===== config.mk =====
export PLATFORM = sky130hd
export DESIGN_NAME = ntm_convolutional_fnn_matrix_streamer
export DESIGN_NICKNAME = d
export VERILOG_FILES = /design/src/rtl/ntm_convolutional_fnn_matrix_streamer_pkg.sv /design/src/rtl/ntm_convolutional_fnn_matrix_streamer_index_counter.sv /design/src/rtl/ntm_convolutional_fnn_matrix_streamer.sv
export SDC_FILE = /design/constraint.sdc
export NUM_CORES = 1
export LEC_CHECK = 0
export ABC_CLOCK_PERIOD_IN_PS = 6600
export BUFFER_PORTS_ARGS = -buffer_cell sky130_fd_sc_hd__clkbuf_2
export CAP_MARGIN = 20
export CORE_MARGIN = 8
export CORE_UTILIZATION = 50
export DETAILED_ROUTE_END_ITERATION = 7
export MAX_ROUTING_LAYER = met4
export PLACE_DENSITY = 0.71
export SYNTH_ARGS = -nofsm -noshare
export SYNTH_HDL_FRONTEND = slang
export SYNTH_SLANG_ARGS = --single-unit

===== constraint.sdc =====
create_clock -name clk -period 6.6 [get_ports clk]
set_input_delay 0.33 -clock clk [delete_from_list [all_inputs] [get_ports clk]]
set_output_delay 0.33 -clock clk [all_outputs]
set_load 0.02 [all_outputs]

===== src/rtl/ntm_convolutional_fnn_matrix_streamer_pkg.sv =====
// Shared definitions for the FNN weight streamer: data/control widths and the
// streamer state encoding.
package ntm_convolutional_fnn_matrix_streamer_pkg;

    localparam int DATA_SIZE    = 64;
    localparam int CONTROL_SIZE = 64;

    typedef enum logic [2:0] {
        ST_IDLE,
        ST_FETCH,
        ST_WAIT,
        ST_OUTPUT,
        ST_DONE
    } streamer_state_t;

endpackage


===== src/rtl/ntm_convolutional_fnn_matrix_streamer_index_counter.sv =====
// Row/column/address walker for a row-major L x X matrix. The address is a
// running counter, so no multiplier is needed and it wraps naturally.
module ntm_matrix_index_counter #(
    parameter int W = 64
) (
    input  logic         clk,
    input  logic         rst,
    input  logic         load,
    input  logic         advance,
    input  logic [W-1:0] size_l,
    input  logic [W-1:0] size_x,
    input  logic [W-1:0] base,
    output logic [W-1:0] addr,
    output logic         first_col,
    output logic         last
);

    logic [W-1:0] size_l_q;
    logic [W-1:0] size_x_q;
    logic [W-1:0] l_idx;
    logic [W-1:0] x_idx;
    logic         row_end;

    assign row_end   = (x_idx == size_x_q - W'(1));
    assign last      = row_end && (l_idx == size_l_q - W'(1));
    assign first_col = (x_idx == '0);

    always_ff @(posedge clk) begin
        if (rst) begin
            size_l_q <= '0;
            size_x_q <= '0;
            l_idx    <= '0;
            x_idx    <= '0;
            addr     <= '0;
        end else if (load) begin
            size_l_q <= size_l;
            size_x_q <= size_x;
            l_idx    <= '0;
            x_idx    <= '0;
            addr     <= base;
        end else if (advance) begin
            addr <= addr + W'(1);
            if (row_end) begin
                x_idx <= '0;
                l_idx <= l_idx + W'(1);
            end else begin
                x_idx <= x_idx + W'(1);
            end
        end
    end

endmodule


===== src/rtl/ntm_convolutional_fnn_matrix_streamer.sv =====
// Element-serial weight source: fetches an L x X matrix from a 1-cycle SRAM and
// presents one element at a time to the FNN W_IN port with an ACK handshake.
module ntm_convolutional_fnn_matrix_streamer #(
    parameter int DATA_SIZE    = ntm_convolutional_fnn_matrix_streamer_pkg::DATA_SIZE,
    parameter int CONTROL_SIZE = ntm_convolutional_fnn_matrix_streamer_pkg::CONTROL_SIZE
) (
    input  logic                    clk,
    input  logic                    rst,
    input  logic                    start,
    output logic                    ready,
    input  logic [CONTROL_SIZE-1:0] size_l_in,
    input  logic [CONTROL_SIZE-1:0] size_x_in,
    input  logic [CONTROL_SIZE-1:0] base_addr_in,
    output logic                    mem_rd_en,
    output logic [CONTROL_SIZE-1:0] mem_addr,
    input  logic [DATA_SIZE-1:0]    mem_rd_data,
    output logic [DATA_SIZE-1:0]    w_out,
    output logic                    w_out_x_enable,
    output logic                    w_out_l_enable,
    input  logic                    w_out_ack
);

    import ntm_convolutional_fnn_matrix_streamer_pkg::*;

    streamer_state_t         state;
    streamer_state_t         state_nxt;
    logic                    load;
    logic                    advance;
    logic                    sizes_ok;
    logic                    first_col;
    logic                    last;
    logic [CONTROL_SIZE-1:0] addr;

    ntm_matrix_index_counter #(
        .W (CONTROL_SIZE)
    ) u_index (
        .clk       (clk),
        .rst       (rst),
        .load      (load),
        .advance   (advance),
        .size_l    (size_l_in),
        .size_x    (size_x_in),
        .base      (base_addr_in),
        .addr      (addr),
        .first_col (first_col),
        .last      (last)
    );

    assign sizes_ok = (size_l_in != '0) && (size_x_in != '0);

    always_ff @(posedge clk) begin
        if (rst) begin
            state <= ST_IDLE;
        end else begin
            state <= state_nxt;
        end
    end

    // Read data is only valid the cycle after the strobe, i.e. during WAIT.
    always_ff @(posedge clk) begin
        if (rst) begin
            w_out <= '0;
        end else if (state == ST_WAIT) begin
            w_out <= mem_rd_data;
        end
    end

    always_comb begin
        state_nxt = state;
        load      = 1'b0;
        advance   = 1'b0;
        case (state)
            ST_IDLE: begin
                if (start) begin
                    if (sizes_ok) begin
                        load      = 1'b1;
                        state_nxt = ST_FETCH;
                    end else begin
                        state_nxt = ST_DONE;
                    end
                end
            end
            ST_FETCH:  state_nxt = ST_WAIT;
            ST_WAIT:   state_nxt = ST_OUTPUT;
            ST_OUTPUT: begin
                if (w_out_ack) begin
                    advance   = 1'b1;
                    state_nxt = last ? ST_DONE : ST_FETCH;
                end
            end
            ST_DONE:   state_nxt = ST_IDLE;
            default:   state_nxt = ST_IDLE;
        endcase
    end

    assign mem_rd_en      = (state == ST_FETCH);
    assign mem_addr       = mem_rd_en ? addr : '0;
    assign w_out_x_enable = (state == ST_OUTPUT);
    assign w_out_l_enable = (state == ST_OUTPUT) && first_col;
    assign ready          = (state == ST_DONE);

endmodule


# Word level (Yosys, flattened, before mapping)
# Cells that the tools add are included.
totals:
  reg_bits: 387
  input_bits: 260
  output_inout_bits: 132
  word_cells: 45
op_classes:
  n_addsub: 5
  n_eq_ne: 8
  mux: 14
  n_reduce_logical: 11
ops:
  columns: ["cell", "n"]
  rows:
  - ["two-way mux 64 bit", 4]
  - ["adder 64 x 1 -> 64 bit (second input constant)", 3]
  - ["== test 64 bit", 2]
  - ["nonzero test 64 bit", 2]
  - ["subtractor 64 x 1 -> 64 bit (second input constant)", 2]
  - ["zero test 64 bit", 1]
  - ["two-way mux 3 bit", 4]
  - ["case mux 3 bit (4 select lines)", 1]
  - ["== test 3 x 2 -> 1 bit (second input constant)", 2]
  - ["two-way mux 1 bit", 5]
  - ["AND reduction 2 bit", 2]
  - ["== test 3 x 1 -> 1 bit (second input constant)", 1]
  - ["== test 3 bit (second input constant)", 1]
  - ["logical AND 1 bit", 3]
  - ["zero test 3 bit", 1]
  - ["!= test 2 x 1 -> 1 bit (second input constant)", 1]
  - ["!= test 2 bit (second input constant)", 1]
  - ["nonzero test 2 bit", 1]
  - ["OR reduction 2 bit", 1]

# Depth between registers and ports, before layout
logic_depth:
  ltp_word: 6
  ltp_mapped: 15
  ltp_nobuf: 12

# Modules after synthesis
# A second synthesis with hierarchy kept.
hier_totals:
  cells_unflattened: 2840
  area_unflattened_um2: 22519.1
modules_own_cells:
  columns: ["mod", "n_inst", "cells_per_inst", "area_each_um2", "seq_area_each_um2"]
  rows:
  - ["ntm_matrix_index_counter", 1, 2425, 19436.1, 6406.1]
  - ["ntm_convolutional_fnn_matrix_streamer", 1, 415, 3083.0, 1341.3]

# Worst setup path after synthesis
# OpenSTA, ideal clock, no wires.
synth_timing:
  kind: "register to register"
  start: "register u_index.size_x_q[0]"
  end: "register u_index.l_idx[44]"
  setup_time_ns: 0.132
  arrival_time_ns: 3.930
  t_required_ns: 6.468
  path_slack_ns: 2.538
  path_stages_with_launch: 15
  path_buffers: 2
  synth_period_minus_slack_ns: 4.062
  path_cell_list: "dfxtp_1 -> inv_1 -> ha_1 -> nor3b_1 -> nand4_4 -> or3_4 -> or3_1 -> mux2i_1 -> nand4_1 -> or4b_4 -> or3_4 -> buf_6 -> buf_2 -> o41ai_1 -> a21oi_1"
synth_between:
  elab_chain_len: 3
synth_lines:
  columns: ["element", "line_no", "text"]
  rows:
  - ["start, declared", "ntm_convolutional_fnn_matrix_streamer_index_counter.sv:19", "logic [W-1:0] size_x_q;"]
  - ["start signal, assigned", "ntm_convolutional_fnn_matrix_streamer_index_counter.sv:37", "size_x_q <= size_x;"]
  - ["subtractor 64 x 1 -> 64 bit", "ntm_convolutional_fnn_matrix_streamer_index_counter.sv:24", "assign row_end = (x_idx == size_x_q - W'(1));"]
  - ["== test 64 bit", "ntm_convolutional_fnn_matrix_streamer_index_counter.sv:24", null]
  - ["AND reduction 2 bit (no source line)", null, null]
  - ["end signal, assigned", "ntm_convolutional_fnn_matrix_streamer_index_counter.sv:45", "l_idx <= l_idx + W'(1);"]
  - ["end, declared", "ntm_convolutional_fnn_matrix_streamer_index_counter.sv:20", "logic [W-1:0] l_idx;"]
# Every way passes these cells.
# A chain may end at the register's enable or synchronous reset.

# Final worst setup path
layout_timing:
  start: "register u_index.l_idx[5]"
  end: "register u_index.l_idx[58]"
layout_between:
  elab_chain_len: 1
layout_lines:
  columns: ["element", "line_no"]
  rows:
  - ["adder 64 x 1 -> 64 bit", "ntm_convolutional_fnn_matrix_streamer_index_counter.sv:45"]
# Every way passes these cells.

==> results <==
- The flow ran to the end, and the final reports show no timing, DRC or antenna violations.
- Across all register-to-register paths, the minimum setup slack is 1.48 ns.
- At the pin with the least slew margin, the transition time is 1.179 ns.
- The maximum clock insertion buffer count is 3.
- For this run, the detailed router's first-pass iteration total came to 7.
- After detailed routing, the average wire length per cell comes to 22.04 um.
- Each instance of the synthesized netlist takes up on average 7.503 um2.
- In this run the tool buffered the top-level ports with 391 buffer cells.
- The post-place setup slack is roughly 1.6 ns.
- Across the VDD grid, the largest voltage drop is roughly 0.17 mV.
- The startpoint identified for the worst register-to-register timing path is u_index.l_idx[5]$_SDFFE_PP0P_.
- The violation count after the first detailed-routing iteration is about 2500.
- The overall via count from detail_route is between 20000 and 25000.
- Setup repair after global routing left no endpoint under its margin.
- The final standard cell area without fillers is 27410 um2.
- The wire-length estimate of the detail-placed layout is ~65000 um.
- The initial antenna violation count is 6.
- Yosys mapped the design onto 77 distinct sky130hd cell types.
- For this design, the sink count on the clock tree is 387.
- The count of state elements after synthesis is 387.
- The weighted congestion reported at the end of routability-driven placement is 0.9894.
- The post-synthesis compound-gate area fraction came to 0.1485.
- From synthesis to final layout, the design area changed by 24.93%.
- The die outline area is just over 50000 um2.
- The share of the Yosys chip area taken by registers is 0.3531.
- CTS placed an instance of sky130_fd_sc_hd__clkbuf_16 at the clock tree root.
- The final standard cell count with taps included and fillers excluded is 4000.
- 392 I/O pins were placed.
- The number of synthesized flops with an enable pin is 0.
- In this run the static leakage power is 10.73 nW.
- The worst hold-check path type is in2reg.
- The main flop type after synthesis is sky130_fd_sc_hd__dfxtp_1.
- The share of synthesized cell area in full adder, half adder and majority cells is 0.003422.
- By area, the combinational part of the netlist is dominated by simple AND/OR/NAND/NOR gates.
- Counting flops with an async set or reset pin after synthesis yields a share of 0.
- The number of failing setup endpoints in the final timing report is 0.
- The remaining antenna violation count after routing is 0.
- The number of global-route vias before repair is 23390.
- In this run the vertical extent of the chip is 225.5 um.
- In this run the worst path has a maximum fanout of 15.
- After filler insertion, the fill cell instance count of the layout stands at 3769.
- The number of buffers inserted during clock tree synthesis is 44.
- The most critical setup path has its startpoint at u_index.l_idx[5]$_SDFFE_PP0P_.
- Measured in cells, the most critical reg-to-reg path has a length of 11.
- The global-route usage over all layers is 0.3414.
- The final routed DRC violation total is 0.
- The global route total overflow is 0.
- The total count of hold-check failures in the final report is 0.
- The yosys synthesis warning count is 0.
- The first global-routing pass estimated 134700 um of wire.
- Clock-pin slew was measured on the worst setup and hold paths at approximately 0.06 ns.
- The arrival time at the worst endpoint is 5.64 ns.
- The total design power is 6.496 mW.
- The x dimension of the die is 225.5 um.
- The mapped netlist covers ~22000 um2.
- The setup path with the least slack is of type reg2reg.
- The detailed-route wire length is 88160 um.
- In this run the critical register-to-register path is captured at u_index.l_idx[58]$_SDFFE_PP0P_.
- Synthesis produced between 2000 and 3000 cells.
- Summing all flip-flop and latch instances after layout gives roughly 7700 um2.
- After detailed placement, the total cell area comes to 24170 um2.
- The placeable core region is 43170 um2.
- Of the total synthesized cell area, the portion taken by AND, OR, NAND and NOR gates is 0.3410.
- The maximum number of pins on one net before global-route repair is 134.
- The final worst clock skew is 0.01995 ns.
- The final critical delay including setup and external delays is 5.118 ns.
- The data required time of the critical path is 7.12 ns.
- The period utilization is 0.7755.
- In this run, post-CTS repair resized a total of 0 instances.
- The worst pin sits at a relative slew slack of 0.2078.
- The number of nets handed over by synthesis was ~3200.
- Dividing the detail-routed via count by the number of cells gives 6.081.
- The setup TNS after final layout is 0 ns.
- The multi-input combinational cells in the finished layout cover a total of 13360 um2.
- Derived from the worst setup path, the maximum achievable clock frequency is a little under 200 MHz.
- Of the post-synthesis cell area, the part taken by muxes is 0.009239.
- Dividing total power by cell area gives a power density of 237.0 nW/um2.
- The post-synthesis xor/xnor area fraction is 0.1046.
- TritonCTS built the clock tree.
- The tool flagged a number of max-cap violations equal to 0.
- For this run, the post-layout net count is 3641.
- The number of instances in the placed design is 3741.
- The post-layout worst setup margin is 1.482 ns.
- The proportion of layout cells with a drive suffix above 1 is 0.1614.
- The most critical setup path has its endpoint at u_index.l_idx[58]$_SDFFE_PP0P_.
- The final-report max-slew violation count is 0.
- The endpoint class of the critical path is a register.
- STA classifies the critical path startpoint as a register.
- Counting instances, the worst hold path has a depth of 3.
- The number of core rows is 76.
- The total number of H-tree levels is 2.
- Once layout is complete, the utilization of the core stands at 0.6349.
- The initial utilization of the core area, before any placement, comes to 0.5082.
- For the worst-skew pair, the clock arrives at the later sink with an insertion delay of 0.59 ns.
- Final hold analysis gives a worst-case slack of 0.01652 ns.
[kinds of logic (layout without fill, tap and decap cells)]
family                     count (synthesis)  after routing
and+or+nand+nor                         1496           1496
other                                      0              7
AOI/OAI and AO/OA                        526            526
adders and majority gates                  6              6
xor gates and xnor gates                 262            262
muxes                                     20             20
buffers and inverters                    227            711
DFF                                      387            387
[synthesized netlist by cell type, types with 14 or more instances]
library cell | instances | area share
sky130_fd_sc_hd__a211oi_1 | 36 | 0.012
sky130_fd_sc_hd__a21bo_2 | 16 | 0.0073
sky130_fd_sc_hd__a21o_1 | 17 | 0.0058
sky130_fd_sc_hd__a21oi_1 | 288 | 0.066
sky130_fd_sc_hd__a31o_2 | 15 | 0.0060
sky130_fd_sc_hd__a31oi_1 | 15 | 0.0043
sky130_fd_sc_hd__and2_1 | 18 | 0.0051
sky130_fd_sc_hd__and3_1 | 118 | 0.034
sky130_fd_sc_hd__and4_1 | 19 | 0.0076
sky130_fd_sc_hd__clkbuf_1 | 162 | 0.028
sky130_fd_sc_hd__dfxtp_1 | 387 | 0.35
sky130_fd_sc_hd__inv_1 | 46 | 0.0079
sky130_fd_sc_hd__mux2i_1 | 18 | 0.0082
sky130_fd_sc_hd__nand2_1 | 521 | 0.089
sky130_fd_sc_hd__nand2b_1 | 14 | 0.0040
sky130_fd_sc_hd__nand3_1 | 121 | 0.028
sky130_fd_sc_hd__nand3b_1 | 25 | 0.0086
sky130_fd_sc_hd__nand4_1 | 94 | 0.027
sky130_fd_sc_hd__nor2_1 | 242 | 0.041
sky130_fd_sc_hd__nor3_1 | 88 | 0.020
sky130_fd_sc_hd__nor4_1 | 116 | 0.033
sky130_fd_sc_hd__o21ai_0 | 39 | 0.0089
sky130_fd_sc_hd__o31ai_1 | 14 | 0.0048
sky130_fd_sc_hd__or3_1 | 27 | 0.0077
sky130_fd_sc_hd__or4_1 | 33 | 0.011
sky130_fd_sc_hd__xnor2_1 | 133 | 0.053
sky130_fd_sc_hd__xor2_1 | 129 | 0.051
[critical path, cell delays in order (launching register included)]
cell and delay (ns):
sky130_fd_sc_hd__dfxtp_1 0.52, sky130_fd_sc_hd__nand4_1 0.20, sky130_fd_sc_hd__nor3_1 0.46, sky130_fd_sc_hd__nand4_1 0.30, sky130_fd_sc_hd__nor2_1 0.36, sky130_fd_sc_hd__nand4_1 0.60, sky130_fd_sc_hd__nor4_1 0.90, sky130_fd_sc_hd__nand3_1 0.16
sky130_fd_sc_hd__buf_4 0.22, sky130_fd_sc_hd__or4_1 0.66, sky130_fd_sc_hd__or4_1 0.52, sky130_fd_sc_hd__a21oi_1 0.14
[repair_timing]
item | CTS | global route
hold buffers | 173 | 0
setup endpoints to repair | 0 | 0
setup buffers | 0 | 0
endpoints found under the hold margin | 173 | 0
[cell usage in the layout (no fill, tap or decap), types with 7 or more instances in the layout]
cell type                       count
sky130_fd_sc_hd__o211ai_1          12
sky130_fd_sc_hd__a31oi_1           15
sky130_fd_sc_hd__a21bo_2           16
sky130_fd_sc_hd__a221oi_1           7
sky130_fd_sc_hd__xor2_1           129
sky130_fd_sc_hd__and3_1           118
sky130_fd_sc_hd__nor3_1            87
sky130_fd_sc_hd__clkinv_2          10
sky130_fd_sc_hd__nand3_1          120
sky130_fd_sc_hd__xnor2_1          133
sky130_fd_sc_hd__diode_2            7
sky130_fd_sc_hd__mux2i_1           18
sky130_fd_sc_hd__nor2_1           242
sky130_fd_sc_hd__nand2_1          521
sky130_fd_sc_hd__o31ai_1           14
sky130_fd_sc_hd__or4_1             32
sky130_fd_sc_hd__a21o_1            17
sky130_fd_sc_hd__a31o_2            15
sky130_fd_sc_hd__or2_2              7
sky130_fd_sc_hd__nand4b_1           7
sky130_fd_sc_hd__clkbuf_2         390
sky130_fd_sc_hd__dlygate4sd3_1    173
sky130_fd_sc_hd__nor3b_1            8
sky130_fd_sc_hd__and4_1            19
sky130_fd_sc_hd__a211oi_1          36
sky130_fd_sc_hd__and2_1            18
sky130_fd_sc_hd__o41ai_1           13
sky130_fd_sc_hd__nand2b_1          13
sky130_fd_sc_hd__nor4_1           115
sky130_fd_sc_hd__or3_1             26
sky130_fd_sc_hd__a21oi_1          288
sky130_fd_sc_hd__clkbuf_8           8
sky130_fd_sc_hd__o21ai_0           39
sky130_fd_sc_hd__nand4_1           94
sky130_fd_sc_hd__dfxtp_1          387
sky130_fd_sc_hd__nand3b_1          25
sky130_fd_sc_hd__inv_1             46
sky130_fd_sc_hd__buf_4             20
sky130_fd_sc_hd__clkbuf_16         45
[final cells by class]
| class | count | share of cell area |
|---|---|---|
| timing repair buffer | 586 | 0.1418 |
| clock inverter | 21 | 0.008993 |
| inverter | 46 | 0.006300 |
| multi-input combinational | 2310 | 0.4874 |
| clock buffer | 58 | 0.04542 |
| antenna | 7 | 0.0006391 |
| sequential | 387 | 0.2827 |
| tap | 585 | 0.02670 |
[power breakdown]
group | internal, mW | switching [mW]
registers | 2.45 | 0.157
clock network | 1.49 | 1.06
logic | 0.507 | 0.828
[worst min-delay path by stage]
stage                                           start                                 to
global route                             size_x_in[5]   u_index.size_x_q[5]$_SDFFE_PP0P_
floorplan           u_index.size_l_q[63]$_SDFFE_PP0P_  u_index.size_l_q[63]$_SDFFE_PP0P_
CTS                                      size_l_in[5]   u_index.size_l_q[5]$_SDFFE_PP0P_
detailed placement             w_out[21]$_SDFFE_PP0P_             w_out[21]$_SDFFE_PP0P_
global placement               w_out[22]$_SDFFE_PP0P_             w_out[22]$_SDFFE_PP0P_
finish                                   size_x_in[5]   u_index.size_x_q[5]$_SDFFE_PP0P_
[metal layers]
metal	wire length, um	vias to the layer above	track usage
li1	-	11340	-
met1	35660	11620	0.4164
met2	41830	1162	0.5567
met3	6827	204	0.06181
met4	3835	0	0.1321
met5	0	-	-
[registers in the layout, indices dropped and copies added (netlist names)]
signal	flops
state	3
u_index.addr	64
u_index.l_idx	64
u_index.size_l_q	64
u_index.size_x_q	64
u_index.x_idx	64
w_out	64
Note: power is estimated with default switching activity, not from simulation.
